`config.mk`:
```
export PLATFORM = sky130hd
export DESIGN_NAME = core_id_issue_ctrl_flat
export DESIGN_NICKNAME = d
export VERILOG_FILES = /design/src/rtl/core_id_issue_ctrl_pkg.sv /design/src/rtl/core_id_issue_ctrl_if.sv /design/src/rtl/core_id_scoreboard.sv /design/src/rtl/core_id_issue_ctrl.sv /design/src/flat_wrapper.sv
export SDC_FILE = /design/constraint.sdc
export NUM_CORES = 1
export LEC_CHECK = 0
export BUFFER_PORTS_ARGS = -buffer_cell sky130_fd_sc_hd__buf_2
export CAP_MARGIN = 20
export CELL_PAD_IN_SITES_DETAIL_PLACEMENT = 1
export CELL_PAD_IN_SITES_GLOBAL_PLACEMENT = 1
export CORE_MARGIN = 2
export CORE_UTILIZATION = 45
export DETAILED_ROUTE_END_ITERATION = 8
export PLACE_DENSITY_LB_ADDON = 0.1
export SLEW_MARGIN = 20
export SYNTH_ARGS = -nofsm -noshare
export SYNTH_HDL_FRONTEND = slang
export SYNTH_HIERARCHICAL = 1
export SYNTH_SLANG_ARGS = --single-unit
```
`constraint.sdc`:
```
create_clock -name clk -period 7.7 [get_ports clk]
set_input_delay 0.77 -clock clk [delete_from_list [all_inputs] [get_ports clk]]
set_output_delay 0.77 -clock clk [all_outputs]
set_load 0.05 [all_outputs]
```
`src/rtl/core_id_issue_ctrl_pkg.sv`:
```
// -----------------------------------------------------------------------------
// core_id_issue_ctrl_pkg
// Shared constants and types for the ID->EX issue controller:
//   RF_NUM        number of architectural integer registers (scoreboard depth)
//   RFIDX_W       register index width
//   MAX_INFLIGHT  maximum issued-but-not-written-back register writes (1..15)
//   CNT_W         in-flight counter width, 2**CNT_W > MAX_INFLIGHT
//   issue_state_e issue FSM encoding (RUN / DRAIN)
//   idx_onehot    register index -> one-hot busy mask
// -----------------------------------------------------------------------------
package core_id_issue_ctrl_pkg;

    localparam int unsigned RF_NUM       = 32;
    localparam int unsigned RFIDX_W      = 5;
    localparam int unsigned MAX_INFLIGHT = 4;
    localparam int unsigned CNT_W        = 4;

    typedef enum logic {
        ST_RUN   = 1'b0,
        ST_DRAIN = 1'b1
    } issue_state_e;

    // One-hot mask selecting a single scoreboard bit.
    function automatic logic [RF_NUM-1:0] idx_onehot(input logic [RFIDX_W-1:0] idx);
        logic [RF_NUM-1:0] oh;
        oh      = {RF_NUM{1'b0}};
        oh[idx] = 1'b1;
        return oh;
    endfunction

endpackage

```
`src/rtl/core_id_issue_ctrl_if.sv`:
```
// -----------------------------------------------------------------------------
// core_id_issue_ctrl_if
// Handshake bundle between decode (ID), execute (EX), write-back (WB) and the
// issue controller.
//   master : environment side (drives the ID instruction, ex_ready, WB retire)
//   slave  : issue controller side (drives id_ready and ex_valid)
// -----------------------------------------------------------------------------
interface core_id_issue_ctrl_if;
    import core_id_issue_ctrl_pkg::*;

    logic               id_valid;
    logic               id_ready;
    logic               id_rs1_ren;
    logic               id_rs2_ren;
    logic               id_rd_wen;
    logic [RFIDX_W-1:0] id_rs1_idx;
    logic [RFIDX_W-1:0] id_rs2_idx;
    logic [RFIDX_W-1:0] id_rd_idx;
    logic               id_serial;
    logic               ex_valid;
    logic               ex_ready;
    logic               wb_valid;
    logic [RFIDX_W-1:0] wb_rd_idx;

    modport master (
        output id_valid, id_rs1_ren, id_rs2_ren, id_rd_wen,
               id_rs1_idx, id_rs2_idx, id_rd_idx, id_serial,
               ex_ready, wb_valid, wb_rd_idx,
        input  id_ready, ex_valid
    );

    modport slave (
        input  id_valid, id_rs1_ren, id_rs2_ren, id_rd_wen,
               id_rs1_idx, id_rs2_idx, id_rd_idx, id_serial,
               ex_ready, wb_valid, wb_rd_idx,
        output id_ready, ex_valid
    );

endinterface

```
`src/rtl/core_id_scoreboard.sv`:
```
// -----------------------------------------------------------------------------
// core_id_scoreboard
// Per-register busy bits for in-flight destination writes, hazard lookups,
// in-flight write counter and sticky protocol-error flag.
//   clk, rst            clock, synchronous active-high reset
//   rs1/rs2 ren+idx     source lookups -> raw
//   rd_wen, rd_idx      destination lookup -> waw, full
//   issue               instruction handed to EX this cycle (sets busy[rd])
//   wb_valid, wb_rd_idx retiring register write (clears busy[wb])
//   raw, waw, full      hazards on the registered scoreboard (no wb bypass)
//   cnt_zero            no writes in flight
//   busy_vec, inflight_cnt, sb_err  registered state
// -----------------------------------------------------------------------------
module core_id_scoreboard
    import core_id_issue_ctrl_pkg::*;
(
    input  logic               clk,
    input  logic               rst,
    input  logic               rs1_ren,
    input  logic [RFIDX_W-1:0] rs1_idx,
    input  logic               rs2_ren,
    input  logic [RFIDX_W-1:0] rs2_idx,
    input  logic               rd_wen,
    input  logic [RFIDX_W-1:0] rd_idx,
    input  logic               issue,
    input  logic               wb_valid,
    input  logic [RFIDX_W-1:0] wb_rd_idx,
    output logic               raw,
    output logic               waw,
    output logic               full,
    output logic               cnt_zero,
    output logic [RF_NUM-1:0]  busy_vec,
    output logic [CNT_W-1:0]   inflight_cnt,
    output logic               sb_err
);

    logic [RF_NUM-1:0] busy_r;
    logic [CNT_W-1:0]  cnt_r;
    logic              err_r;

    logic              rd_nz_s;
    logic              wb_nz_s;
    logic              set_s;
    logic              clr_s;
    logic              err_s;
    logic [RF_NUM-1:0] busy_nxt_s;
    logic [CNT_W-1:0]  cnt_nxt_s;

    // busy_r[0] is held at zero, so index 0 can never produce a hazard.
    assign raw      = (rs1_ren & busy_r[rs1_idx]) | (rs2_ren & busy_r[rs2_idx]);
    assign waw      = rd_wen & busy_r[rd_idx];
    assign rd_nz_s  = (rd_idx != {RFIDX_W{1'b0}});
    assign wb_nz_s  = (wb_rd_idx != {RFIDX_W{1'b0}});
    assign cnt_zero = (cnt_r == {CNT_W{1'b0}});
    assign full     = rd_wen & rd_nz_s & (cnt_r == CNT_W'(MAX_INFLIGHT));

    assign set_s    = issue & rd_wen & rd_nz_s;
    assign clr_s    = wb_valid & wb_nz_s & busy_r[wb_rd_idx];
    // A retire that matches nothing in flight is a protocol error.
    assign err_s    = wb_valid & ~clr_s & (wb_nz_s | cnt_zero);

    // Next scoreboard and counter: clear on retire, set on issue.
    always_comb begin
        busy_nxt_s = busy_r;
        cnt_nxt_s  = cnt_r;
        if (clr_s) begin
            busy_nxt_s = busy_nxt_s & ~idx_onehot(wb_rd_idx);
        end else begin
            busy_nxt_s = busy_nxt_s;
        end
        if (set_s) begin
            busy_nxt_s = busy_nxt_s | idx_onehot(rd_idx);
        end else begin
            busy_nxt_s = busy_nxt_s;
        end
        busy_nxt_s[0] = 1'b0;
        // full blocks a set at MAX_INFLIGHT and clr needs a busy bit, so no wrap.
        case ({set_s, clr_s})
            2'b10:   cnt_nxt_s = cnt_r + CNT_W'(1);
            2'b01:   cnt_nxt_s = cnt_r - CNT_W'(1);
            default: cnt_nxt_s = cnt_r;
        endcase
    end

    // Scoreboard state registers with sticky error flag.
    always_ff @(posedge clk) begin
        if (rst) begin
            busy_r <= {RF_NUM{1'b0}};
            cnt_r  <= {CNT_W{1'b0}};
            err_r  <= 1'b0;
        end else begin
            busy_r <= busy_nxt_s;
            cnt_r  <= cnt_nxt_s;
            err_r  <= err_r | err_s;
        end
    end

    assign busy_vec     = busy_r;
    assign inflight_cnt = cnt_r;
    assign sb_err       = err_r;

endmodule

```
`src/rtl/core_id_issue_ctrl.sv`:
```
// -----------------------------------------------------------------------------
// core_id_issue_ctrl
// Decides each cycle whether the decoded ID instruction may be handed to EX.
// Stalls on RAW/WAW hazards against the busy scoreboard, on the in-flight
// limit, drains the pipeline ahead of serialising instructions, and drops the
// ID instruction on flush.
//   clk, rst      clock, synchronous active-high reset
//   flush         redirect; suppresses issue this cycle, leaves scoreboard
//   io (slave)    ID/EX/WB handshake bundle; ex_valid = id_ready = issue
//   busy_vec      scoreboard (debug/perf)
//   inflight_cnt  in-flight register write count
//   sb_err        sticky protocol-error flag
// -----------------------------------------------------------------------------
module core_id_issue_ctrl
    import core_id_issue_ctrl_pkg::*;
(
    input  logic                 clk,
    input  logic                 rst,
    input  logic                 flush,
    core_id_issue_ctrl_if.slave  io,
    output logic [RF_NUM-1:0]    busy_vec,
    output logic [CNT_W-1:0]     inflight_cnt,
    output logic                 sb_err
);

    issue_state_e state_r;

    logic raw_s;
    logic waw_s;
    logic full_s;
    logic cnt_zero_s;
    logic issue_s;
    logic drain_req_s;

    core_id_scoreboard u_sb (
        .clk          (clk),
        .rst          (rst),
        .rs1_ren      (io.id_rs1_ren),
        .rs1_idx      (io.id_rs1_idx),
        .rs2_ren      (io.id_rs2_ren),
        .rs2_idx      (io.id_rs2_idx),
        .rd_wen       (io.id_rd_wen),
        .rd_idx       (io.id_rd_idx),
        .issue        (issue_s),
        .wb_valid     (io.wb_valid),
        .wb_rd_idx    (io.wb_rd_idx),
        .raw          (raw_s),
        .waw          (waw_s),
        .full         (full_s),
        .cnt_zero     (cnt_zero_s),
        .busy_vec     (busy_vec),
        .inflight_cnt (inflight_cnt),
        .sb_err       (sb_err)
    );

    // Issue decision; a serial instruction is ordinary once nothing is in flight.
    always_comb begin
        issue_s     = 1'b0;
        drain_req_s = 1'b0;
        if (rst) begin
            issue_s     = 1'b0;
            drain_req_s = 1'b0;
        end else begin
            case (state_r)
                ST_RUN: begin
                    issue_s     = io.id_valid & io.ex_ready & ~flush & ~raw_s &
                                  ~waw_s & ~full_s & (~io.id_serial | cnt_zero_s);
                    drain_req_s = io.id_valid & io.id_serial & ~flush & ~cnt_zero_s;
                end
                ST_DRAIN: begin
                    issue_s     = 1'b0;
                    drain_req_s = 1'b0;
                end
                default: begin
                    issue_s     = 1'b0;
                    drain_req_s = 1'b0;
                end
            endcase
        end
    end

    // Issue FSM; DRAIN leaves one cycle after the count is seen at zero.
    always_ff @(posedge clk) begin
        if (rst) begin
            state_r <= ST_RUN;
        end else begin
            case (state_r)
                ST_RUN: begin
                    if (drain_req_s) begin
                        state_r <= ST_DRAIN;
                    end else begin
                        state_r <= ST_RUN;
                    end
                end
                ST_DRAIN: begin
                    if (flush || cnt_zero_s) begin
                        state_r <= ST_RUN;
                    end else begin
                        state_r <= ST_DRAIN;
                    end
                end
                default: state_r <= ST_RUN;
            endcase
        end
    end

    assign io.ex_valid = issue_s;
    assign io.id_ready = issue_s;

endmodule
```
`src/flat_wrapper.sv`:
```
// flat-port wrapper written by rule: the top's interface ports become plain ports
module core_id_issue_ctrl_flat import core_id_issue_ctrl_pkg::*;
  (clk, rst, flush, busy_vec, inflight_cnt, sb_err, io_id_valid, io_id_rs1_ren, io_id_rs2_ren, io_id_rd_wen, io_id_rs1_idx, io_id_rs2_idx, io_id_rd_idx, io_id_serial, io_ex_ready, io_wb_valid, io_wb_rd_idx, io_id_ready, io_ex_valid);
  core_id_issue_ctrl_if io_i ();
  input  logic clk;
  input  logic rst;
  input  logic flush;
  output logic [RF_NUM-1:0] busy_vec;
  output logic [CNT_W-1:0] inflight_cnt;
  output logic sb_err;
  input wire logic [$bits(io_i.id_valid)-1:0] io_id_valid;
  input wire logic [$bits(io_i.id_rs1_ren)-1:0] io_id_rs1_ren;
  input wire logic [$bits(io_i.id_rs2_ren)-1:0] io_id_rs2_ren;
  input wire logic [$bits(io_i.id_rd_wen)-1:0] io_id_rd_wen;
  input wire logic [$bits(io_i.id_rs1_idx)-1:0] io_id_rs1_idx;
  input wire logic [$bits(io_i.id_rs2_idx)-1:0] io_id_rs2_idx;
  input wire logic [$bits(io_i.id_rd_idx)-1:0] io_id_rd_idx;
  input wire logic [$bits(io_i.id_serial)-1:0] io_id_serial;
  input wire logic [$bits(io_i.ex_ready)-1:0] io_ex_ready;
  input wire logic [$bits(io_i.wb_valid)-1:0] io_wb_valid;
  input wire logic [$bits(io_i.wb_rd_idx)-1:0] io_wb_rd_idx;
  output wire logic [$bits(io_i.id_ready)-1:0] io_id_ready;
  output wire logic [$bits(io_i.ex_valid)-1:0] io_ex_valid;
  assign io_i.id_valid = io_id_valid;
  assign io_i.id_rs1_ren = io_id_rs1_ren;
  assign io_i.id_rs2_ren = io_id_rs2_ren;
  assign io_i.id_rd_wen = io_id_rd_wen;
  assign io_i.id_rs1_idx = io_id_rs1_idx;
  assign io_i.id_rs2_idx = io_id_rs2_idx;
  assign io_i.id_rd_idx = io_id_rd_idx;
  assign io_i.id_serial = io_id_serial;
  assign io_i.ex_ready = io_ex_ready;
  assign io_i.wb_valid = io_wb_valid;
  assign io_i.wb_rd_idx = io_wb_rd_idx;
  assign io_id_ready = io_i.id_ready;
  assign io_ex_valid = io_i.ex_valid;
  core_id_issue_ctrl u_core (.clk(clk), .rst(rst), .flush(flush), .io(io_i), .busy_vec(busy_vec), .inflight_cnt(inflight_cnt), .sb_err(sb_err));
endmodule
```
==> run summary <==
status -> finished, final reports clean
root buf cell -> clkbuf_8
CTS tree -> built
final max-slew violation count -> 0
f_max -> 237.9 MHz
Max Cap Viol -> 0
final net count -> 420
commonest non-fill, non-tap cell in the layout -> buf_2
worst-margin pin slew -> 1.093 ns
Mapped Cells -> 343
min Tclk post-route -> 4.203 ns
period utilization -> 0.5458
DP Cell Count -> 460
hold path endpoint -> u_core/u_sb/sb_err
Worst VDD drop -> 0.00006301 V
Die Footprint -> 7648 um^2
synth unique cells -> 54
die height -> 87.46 um
Num CTS Buffers -> 5
reg2reg end -> u_core/u_sb/inflight_cnt[2]
Layout area overhead -> 11.82%
Starting Density -> 0.4639
die width -> 87.46 um
critical-path maximum fanout -> 22
area of the core -> 6756 um^2
origin of the critical flop-to-flop path -> u_core/u_sb/busy_vec[28]
CP arrival -> 4.43 ns
top cells by area, synth -> dfxtp_1 (24%), mux4_2 (18%), a21oi_2 (8.4%)
initial antenna violation count -> 0
port bufs -> 67
GRT Resource Usage Total -> 0.2819
Ports -> 69
area of the multi-input gates -> 2235 um^2
final setup violation count -> 0
fin cells -> 468
Hold Slack -> 0.4776 ns
RSZ-0062 raised after global routing -> false
total gr overflow -> 0
Reg2Reg Setup Slack -> 3.94 ns
# fillers -> 824
yosys warns -> 6
Crit. End Element -> register
1st-pass router iterations -> 5
pin count of the biggest net entering global routing -> 34
Power Dens Cells -> 121.7 nW/um^2
CTS Sinks -> 37
routed len/inst -> 22.94 um
skew final -> 0.006293 ns
share of cells above drive strength 1 -> 0.3557
Post-synth EDFFs -> 0
R2R depth -> 11
Critical Path RT -> 7.93 ns
Async SR Flop Fraction -> 0
CTS max path bufs -> 2
DR vias/cell -> 6.821
Post-Route WL -> 10740 um
depth of the CTS H-tree -> 2
Seq/Total Area, Yosys -> 0.2363
post-cts resize count -> 0
drt drc -> 0
Vias -> 3192
most frequent cells in the layout -> buf_2 (67), dfxtp_1 (37), a21oi_1 (31), nor2_1 (31), a21oi_2 (30)
startpoint class of the critical path -> primary input
Hold-fix buffers, CTS -> 0
Syn Nets -> 376
Reg area -> 740.7 um^2
GP Congestion -> 0.9210
Hold Crit Depth -> 2
post-CTS setup buffers -> 0
cell taking the most area after synthesis -> dfxtp_1
hold wc startpoint -> u_core/u_sb/sb_err
relative slew slack -> 0.2709
Setup CP Type -> primary input to register
Synth Register Bits -> 37
top cell type's share of synthesized area -> 0.2363
initial DRC count -> 257
LEAKAGE -> 0.001296 uW
syn avg cell area -> 9.138 um^2
Final TNS setup -> 0 ns
latest clock arrival within the worst-skew pair -> 0.29 ns
Power, Total -> 426.4 uW
DP HPWL -> 7700 um
type of the worst min-delay path -> register to register
Ant. Diodes -> 0
dominant synthesized flop cell -> dfxtp_1
clock-pin slew on the worst setup and hold paths -> 0.08 ns
first-pass GRT wire length -> 16410 um
Antenna Nets Post-Route -> 0
final hold vios -> 0
row count -> 30
mapped cell area -> 3134 um^2
vias in the first global route -> 3028
-- state kept, by name, summed over array words and instances (netlist names) --
| name | count |
|---|---|
| u_core/u_sb/busy_vec | 31 |
| u_core/u_sb/inflight_cnt | 4 |
| u_core/state_r | 1 |
| u_core/u_sb/sb_err | 1 |
-- worst max-delay path: stages --
cell and delay (ns):
buf_2 0.40, mux4_2 0.58, mux4_2 0.51, nand3b_1 0.10
nand2_1 0.05, nor4b_1 0.33, and3_1 0.27, nand3b_1 0.12
ha_1 0.26, xor2_1 0.16, ha_1 0.19, a21oi_1 0.15
xor2_1 0.09, or3_1 0.31, a21oi_1 0.14
-- metal layers --
layer,global-route usage,routed length [um],vias to the layer above,part of all wire
met5,0,0,-,0
met4,0.06014,95,0,0.0088
met3,0.03886,881,11,0.082
met2,0.4518,5107,169,0.48
met1,0.4058,4653,1588,0.43
li1,-,-,1424,-
-- layout make-up --
cell class / count / share of cell area
Multi-Input combinational cell: 274 / 0.6376
Sequential cell: 37 / 0.2114
Timing Repair Buffer: 67 / 0.09568
Tap cell: 80 / 0.02856
Clock buffer: 5 / 0.01964
Clock inverter: 3 / 0.004998
Inverter: 2 / 0.002142
-- kinds of logic after synthesis --
group | synth area share
xor gates and xnor gates | 0.01118
muxes | 0.2443
other | 0.001196
and+or+nand+nor | 0.2267
buffers and inverters | 0.05070
AOI/OAI and AO/OA | 0.2176
DFF | 0.2363
adders and majority gates | 0.01198
-- where the power goes --
group	internal, uW	leakage (uW)	switching [uW]
clock	62.6	0.0000439	75.9
combinational	28.3	0.000953	62.1
sequential	194	0.000299	3.93
-- stage by stage --
step,util,setup WS [ns],cell area [um^2]
floorplan,-,3.393,3134
finish,0.5187,3.497,3505
CTS,0.5187,3.523,3505
global route,0.5187,3.320,3505
detailed placement,0.5059,3.229,3418
global placement,0.5059,3.360,3418
-- synth_stat cells (3+ instances only) --
library cell / number
a211oi_1: 6
a21oi_1: 31
xor2_1: 4
buf_2: 7
mux2i_1: 18
nor4_1: 6
a22oi_1: 6
mux4_2: 25
nand3b_1: 8
o21ai_0: 4
or3_1: 3
nand2b_1: 6
nor2_1: 31
nand2_1: 15
nand4b_1: 5
a21oi_2: 30
dfxtp_1: 37
clkbuf_1: 16
nand3_1: 6
buf_6: 3
o22ai_1: 3
nor3b_1: 3
nor3_1: 26
ha_1: 3
-- worst max-delay path by stage --
stage,cells after the start,slack (ns),endpoint,startpoint
2_1_floorplan,15,3.39,u_core/u_sb/inflight_cnt[2],io_id_rd_idx[0]
3_3_place_gp,12,3.36,u_core/u_sb/inflight_cnt[2],io_wb_rd_idx[0]
4_1_cts,15,3.52,u_core/u_sb/inflight_cnt[2],io_id_rd_idx[0]
5_1_grt,15,3.32,u_core/u_sb/inflight_cnt[2],io_id_rd_idx[0]
3_5_place_dp,15,3.23,u_core/u_sb/inflight_cnt[2],io_id_rd_idx[0]
6_report,15,3.50,u_core/u_sb/inflight_cnt[2],io_id_rd_idx[0]
Power figures use the tool's default switching activity.
